===== src/rtl/serial_add_arb.sv =====
// Round-robin scheduler for one shared bit-serial full-add cell.
// Two requesters, LSB-first add over WIDTH cycles, result tagged with requester id.
module serial_add_arb #(
  parameter  int WIDTH = 8,
  localparam int CW    = (WIDTH > 1) ? $clog2(WIDTH) : 1
) (
  input  logic             clk,
  input  logic             rst_n,
  input  logic             req0_valid,
  output logic             req0_ready,
  input  logic [WIDTH-1:0] req0_a,
  input  logic [WIDTH-1:0] req0_b,
  input  logic             req1_valid,
  output logic             req1_ready,
  input  logic [WIDTH-1:0] req1_a,
  input  logic [WIDTH-1:0] req1_b,
  output logic             res_valid,
  input  logic             res_ready,
  output logic [WIDTH-1:0] res_sum,
  output logic             res_cout,
  output logic             res_id,
  output logic             busy
);

  typedef enum logic [1:0] {IDLE = 2'd0, RUN = 2'd1, DONE = 2'd2} state_t;

  state_t           state, state_nx;
  logic             rr, id, c;
  logic             gnt0, gnt1, last;
  logic             p, g, s, c_nx;
  logic [WIDTH-1:0] a_sr, b_sr, s_sr;
  logic [CW-1:0]    cnt;

  // rr names the requester that wins when both are valid
  assign gnt0 = (state == IDLE) & req0_valid & (~req1_valid | ~rr);
  assign gnt1 = (state == IDLE) & req1_valid & (~req0_valid |  rr);
  assign req0_ready = gnt0;
  assign req1_ready = gnt1;

  // two carry-chained half adders
  assign p    = a_sr[0] ^ b_sr[0];
  assign g    = a_sr[0] & b_sr[0];
  assign s    = p ^ c;
  assign c_nx = g | (p & c);
  assign last = (cnt == CW'(WIDTH - 1));

  assign res_sum  = s_sr;
  assign res_cout = c;
  assign res_id   = id;
  assign busy     = (state != IDLE);

  always_ff @(posedge clk or negedge rst_n) begin
    if (!rst_n) state <= IDLE;
    else        state <= state_nx;
  end

  always_comb begin
    state_nx = state;
    case (state)
      IDLE:    if (gnt0 | gnt1) state_nx = RUN;
      RUN:     if (last)        state_nx = DONE;
      DONE:    if (res_ready)   state_nx = IDLE;
      default:                  state_nx = IDLE;
    endcase
  end

  always_ff @(posedge clk or negedge rst_n) begin
    if (!rst_n) begin
      a_sr      <= '0;
      b_sr      <= '0;
      s_sr      <= '0;
      c         <= 1'b0;
      cnt       <= '0;
      id        <= 1'b0;
      rr        <= 1'b0;
      res_valid <= 1'b0;
    end else begin
      case (state)
        IDLE: if (gnt0 | gnt1) begin
          a_sr <= gnt0 ? req0_a : req1_a;
          b_sr <= gnt0 ? req0_b : req1_b;
          id   <= gnt1;
          rr   <= gnt0;
          c    <= 1'b0;
          cnt  <= '0;
        end
        RUN: begin
          a_sr <= a_sr >> 1;
          b_sr <= b_sr >> 1;
          s_sr <= {s, s_sr[WIDTH-1:1]};
          c    <= c_nx;
          cnt  <= last ? '0 : cnt + CW'(1);
          if (last) res_valid <= 1'b1;
        end
        DONE: if (res_ready) res_valid <= 1'b0;
        default: ;
      endcase
    end
  end

endmodule


===== config.mk =====
export PLATFORM = sky130hd
export DESIGN_NAME = serial_add_arb
export DESIGN_NICKNAME = d
export VERILOG_FILES = /design/src/rtl/serial_add_arb.sv
export SDC_FILE = /design/constraint.sdc
export NUM_CORES = 1
export LEC_CHECK = 0
export ABC_AREA = 1
export CAP_MARGIN = 20
export CORE_ASPECT_RATIO = 0.8
export CORE_MARGIN = 4
export CORE_UTILIZATION = 30
export DETAILED_ROUTE_END_ITERATION = 12
export SKIP_LAST_GASP = 1
export SLEW_MARGIN = 20
export SYNTH_ARGS = -nofsm -noshare
export SYNTH_HDL_FRONTEND = slang
export SYNTH_SLANG_ARGS = --single-unit
export TNS_END_PERCENT = 1

===== constraint.sdc =====
create_clock -name clk -period 2.5 [get_ports clk]
set_clock_uncertainty 0.15 [all_clocks]
set_input_delay 0.5 -clock clk [delete_from_list [all_inputs] [get_ports clk]]
set_output_delay 0.5 -clock clk [all_outputs]
set_load 0.01 [all_outputs]

After elaboration in Yosys (flattened, before gate mapping)
Cells that the tools add are included.
{"block": "word_totals", "register_bits": 33, "latchBits": 0, "ram_bits": 0, "mem_bits_ro": 0, "input_bits": 37, "elab_cells": 57, "memories": 0}
{"block": "classes", "addsub": 1, "n_mul": 0, "div": 0, "n_lt_le_gt_ge": 0, "eq_ne": 6, "n_shift": 0, "mux": 18, "bitwise_logic": 15, "n_reduce_logical": 8}
{"cell": "$mux 8", "count": 4}
{"cell": "$pmux 8 s2", "count": 2}
{"cell": "$and 1x1->1", "count": 6}
{"cell": "$mux 2", "count": 3}
{"cell": "$mux 3", "count": 2}
{"cell": "$pmux 2 s3", "count": 1}
{"cell": "$pmux 3 s2", "count": 1}
{"cell": "$reduce_and 3->1", "count": 2}
{"cell": "$reduce_bool 2->1", "count": 3}
{"cell": "$ne 2x2->1 const B", "count": 2}
{"cell": "$or 1x1->1", "count": 4}
{"cell": "$pmux 1 s2", "count": 2}
{"cell": "$reduce_and 2->1", "count": 2}
{"cell": "$add 3x1->3 const B", "count": 1}
{"cell": "$eq 3x3->1 const B", "count": 1}
{"cell": "$mux 1", "count": 3}
{"cell": "$not 1->1", "count": 3}
{"cell": "$eq 2x1->1 const B", "count": 1}
{"cell": "$eq 2x2->1 const B", "count": 1}
{"cell": "$logic_not 2->1", "count": 1}
{"cell": "$ne 2x1->1 const B", "count": 1}
{"cell": "$xor 1x1->1", "count": 2}

Logic depth before layout (Yosys ltp)
{"block": "logic_depth", "depth_word": 6, "mapped_depth": 8, "depth_no_buf": 7}

Least setup slack after synthesis
OpenSTA, ideal clock, no wires.
{"block": "synth_timing", "kind": "input to output", "startpoint": "in req0_valid", "endpoint": "out req1_ready", "t_arrival_ns": 0.928, "required_ns": 1.850, "path_slack_ns": 0.922, "stages": 4, "n_path_buf": 1, "cell_sequence": "buf_2 nand2_1 nand3_2 inv_1"}
{"block": "synth_between", "elab_chain_cells": 3}
{"item": "from (decl)", "line": "9", "source": "input logic req0_valid,"}
{"item": "$not 1->1", "line": "36", "source": "assign gnt1 = (state == IDLE) & req1_valid & (~req0_valid | rr);"}
{"item": "$or 1x1->1", "line": "36"}
{"item": "$and 1x1->1", "line": "36"}
{"item": "to (decl)", "line": "14", "source": "output logic req1_ready,"}
Every way passes these cells.

Final worst setup path
{"block": "layout_timing", "startpoint": "in req1_valid", "endpoint": "out req0_ready"}
{"block": "layout_between", "elab_chain_cells": 3}
{"item": "from (decl)", "line": "13", "source": "input logic req1_valid,"}
{"item": "$not 1->1", "line": "35", "source": "assign gnt0 = (state == IDLE) & req0_valid & (~req1_valid | ~rr);"}
{"item": "$or 1x1->1", "line": "35"}
{"item": "$and 1x1->1", "line": "35"}
{"item": "to (decl)", "line": "10", "source": "output logic req0_ready,"}
Every way passes these cells.

==> metrics.yaml <==
outcome:
  status: "finished clean"
cts:
  clock_path_buffers: 2
  cts_tree: "built"
  clk_latency_ns: 0.28
  ctsHoldBuffers: 0
  post_cts_buffers: 0
  cts_resized: 0
  cts_buffers: 5
  ctsRootBufferMaster: "clkbuf_8"
  cts.sinks: 33
  path_clk_slew_ns: 0.07
  h-tree-depth: 2
detailed_routing:
  first_pass_iters: 4
  dr_wl_met2_um: 1940
  drt_iter0_drc: 89
  ant_nets: 0
  wl_per_cell_um: 12.5
  vias: 1572
  drc: 0
  drt-total-wl_um: 4390
  vias_per_cell: 4.47
  wl_met1_um: 2120
  top_layer: "met4"
  wl_met3_um: 293
worst_setup_path:
  crit_type: "in2out"
  path_max_fanout: 3
  cp_slowest_stage_delay_ns: 0.54
  critical_path_required_ns: 1.85
  arrival_ns: 1.76
  cp-end-kind: "primary output"
  worstSetupStartpointType: "primary input"
  critPathBufInv: 3
  crit_family: "buffers and inverters"
  path_common_cell: "clkdlybuf4s50_1"
  slowest_stage: "clkdlybuf4s50_1"
  cp_cell_sequence: "clkdlybuf4s50_1 -> nand2_1 -> nand3_2 -> inv_1 -> clkdlybuf4s50_1"
floorplan:
  core-area_um2: 5530
  fp-row-count: 24
  initial_core_util_pct: 31.5
  die_area_um2: 7090
  die_width_um: 93.1
  io_pins: 51
  die_h_um: 76.1
place:
  hpwl_um: 3150
  gp_congestion: 0.745
  port_buffers: 50
  placed_cells: 346
  placed_cell_area_um2: 2330
global_routing:
  grt_pass1_vias: 1584
  overflow: 0
  antenna_found_initial: 0
  grt_max_degree: 34
  grt_pass1_wl_um: 7530
  grt_usage_pct: 13.4
timing:
  relSlewSlack_pct: 70.2
  finalSetupViolations: 0
  grt_setup_unrepaired: "no"
  hold_viol_final: 0
  setup_tns_ns: 0
  fin_crit_sh_pct: 96.6
  worst_slew_pin_slew_ns: 0.446
  slew_violations: 0
  period_needed_ns: 2.41
  clock.fmax_mhz: 414
layout:
  fin_area_um2: 2400
  drive_gt1_share_pct: 10.9
  layout_commonest_cell: "nand2_1"
  diodes: 0
  synthToLayoutAreaGrowth_pct: 38.1
  final_cell_mix: "nand2_1 (76), clkdlybuf4s50_1 (50), dfrtp_1 (33)"
  fin_nets: 315
  final_cells: 352
  nFillCells: 609
flow_run:
  max_cap_violations: 0
synthesis:
  synth_fp_nets: 262
  ys_ff_latch: 33
  ys.warnings.count: 0
  netlist_area_um2: 1740
  syn_avg_cell_area_um2: 7.83
  yosysSeqAreaShare_pct: 47.5
  synth_cell_types: 20
  synthCells: 222
pwr:
  p_leak_nw: 1.17
  cellPowerDensity_nw_per_um2: 1100
  vdd_ir_drop_max_v: 0.000288
  totalPowerFinal_mw: 2.64
hold_path:
  hp-class: "reg2reg"
## worst paths after layout
path,slack [ns],to,from,depth (start not counted)
max in group asynchronous,1.40,a_sr[6]$_DFFE_PN0P_,rst_n,2
hold reg to reg,0.32,b_sr[5]$_DFFE_PN0P_,b_sr[5]$_DFFE_PN0P_,2
min in group asynchronous,0.48,state[0]$_DFFE_PN0P_,rst_n,2
setup / recovery,0.09,req0_ready,req1_valid,5
hold / removal,0.32,b_sr[5]$_DFFE_PN0P_,b_sr[5]$_DFFE_PN0P_,2
setup reg to reg,0.81,a_sr[6]$_DFFE_PN0P_,state[1]$_DFFE_PN0P_,5
## worst reg2reg max path, delay by kind of cell (launching register included)
family | cells | cell delay (ns)
buf+inv | 2 | 0.41
simple gates | 3 | 0.56
flops | 1 | 0.43
## logic make-up (layout without fill, tap and decap cells)
logic type / Yosys count / count (layout) / share of synthesized area, %
buf+inv: 36 / 88 / 9.14
compound gates: 12 / 12 / 3.60
simple gates: 138 / 138 / 37.2
fa+ha+maj: 3 / 3 / 2.59
flops: 33 / 33 / 47.5
## cells in the mapped netlist
cell type,n,area [um2]
nand2_1,76,285
nand3_2,3,30.0
nor2_4,1,11.3
nand2_2,1,6.26
inv_2,1,3.75
nand4_1,14,87.6
buf_4,2,15.0
buf_1,1,3.75
o22ai_1,2,12.5
nand3_1,32,160
nor2_1,1,3.75
inv_1,23,86.3
o21ai_0,10,50.1
dfrtp_1,33,826
buf_2,7,35.0
fa_1,1,20.0
buf_6,1,11.3
ha_1,2,25.0
or2_2,10,62.6
clkbuf_1,1,3.75
## metrics by stage
| stage | utilization (%) | hold slack [ns] | worst slack [ns] |
|---|---|---|---|
| after global routing | 43.5 | 0.349 | 0.00214 |
| after global placement | 42.1 | 0.309 | 0.0973 |
| after floorplan | - | 0.0544 | 0.922 |
| final | 43.5 | 0.323 | 0.0853 |
| after detailed placement | 42.1 | 0.308 | 0.0809 |
| after CTS | 43.5 | 0.327 | 0.0758 |
## power breakdown
part / switching [mW] / internal (mW) / leakage (nW) / total, mW
Combinational: 0.742 / 0.597 / 0.727 / 1.34
Clock: 0.180 / 0.183 / 0.0399 / 0.363
Sequential: 0.138 / 0.798 / 0.403 / 0.936
## final cells by class
| type | count | area [um2] | area share, % |
|---|---|---|---|
| sequential | 33 | 826 | 34.4 |
| multi-input combinational | 153 | 754 | 31.4 |
| timing repair buffer | 58 | 561 | 23.3 |
| tap | 78 | 97.6 | 4.06 |
| inverter | 24 | 90.1 | 3.75 |
| clock buffer | 5 | 68.8 | 2.86 |
| clock inverter | 1 | 5.00 | 0.208 |
## metal layers
metal  track usage (%)  up-vias
met5                 0        -
met2              20.4       38
met4              3.66        0
met3              4.24        4
met1              18.3      714
li1                  -      816
## registers in the layout (all words and copies together) (netlist names)
name / count
a_sr: 8
b_sr: 8
res_sum: 8
cnt: 3
state: 2
res_cout: 1
res_id: 1
res_valid: 1
rr: 1
(Power assumes the default switching activity.)
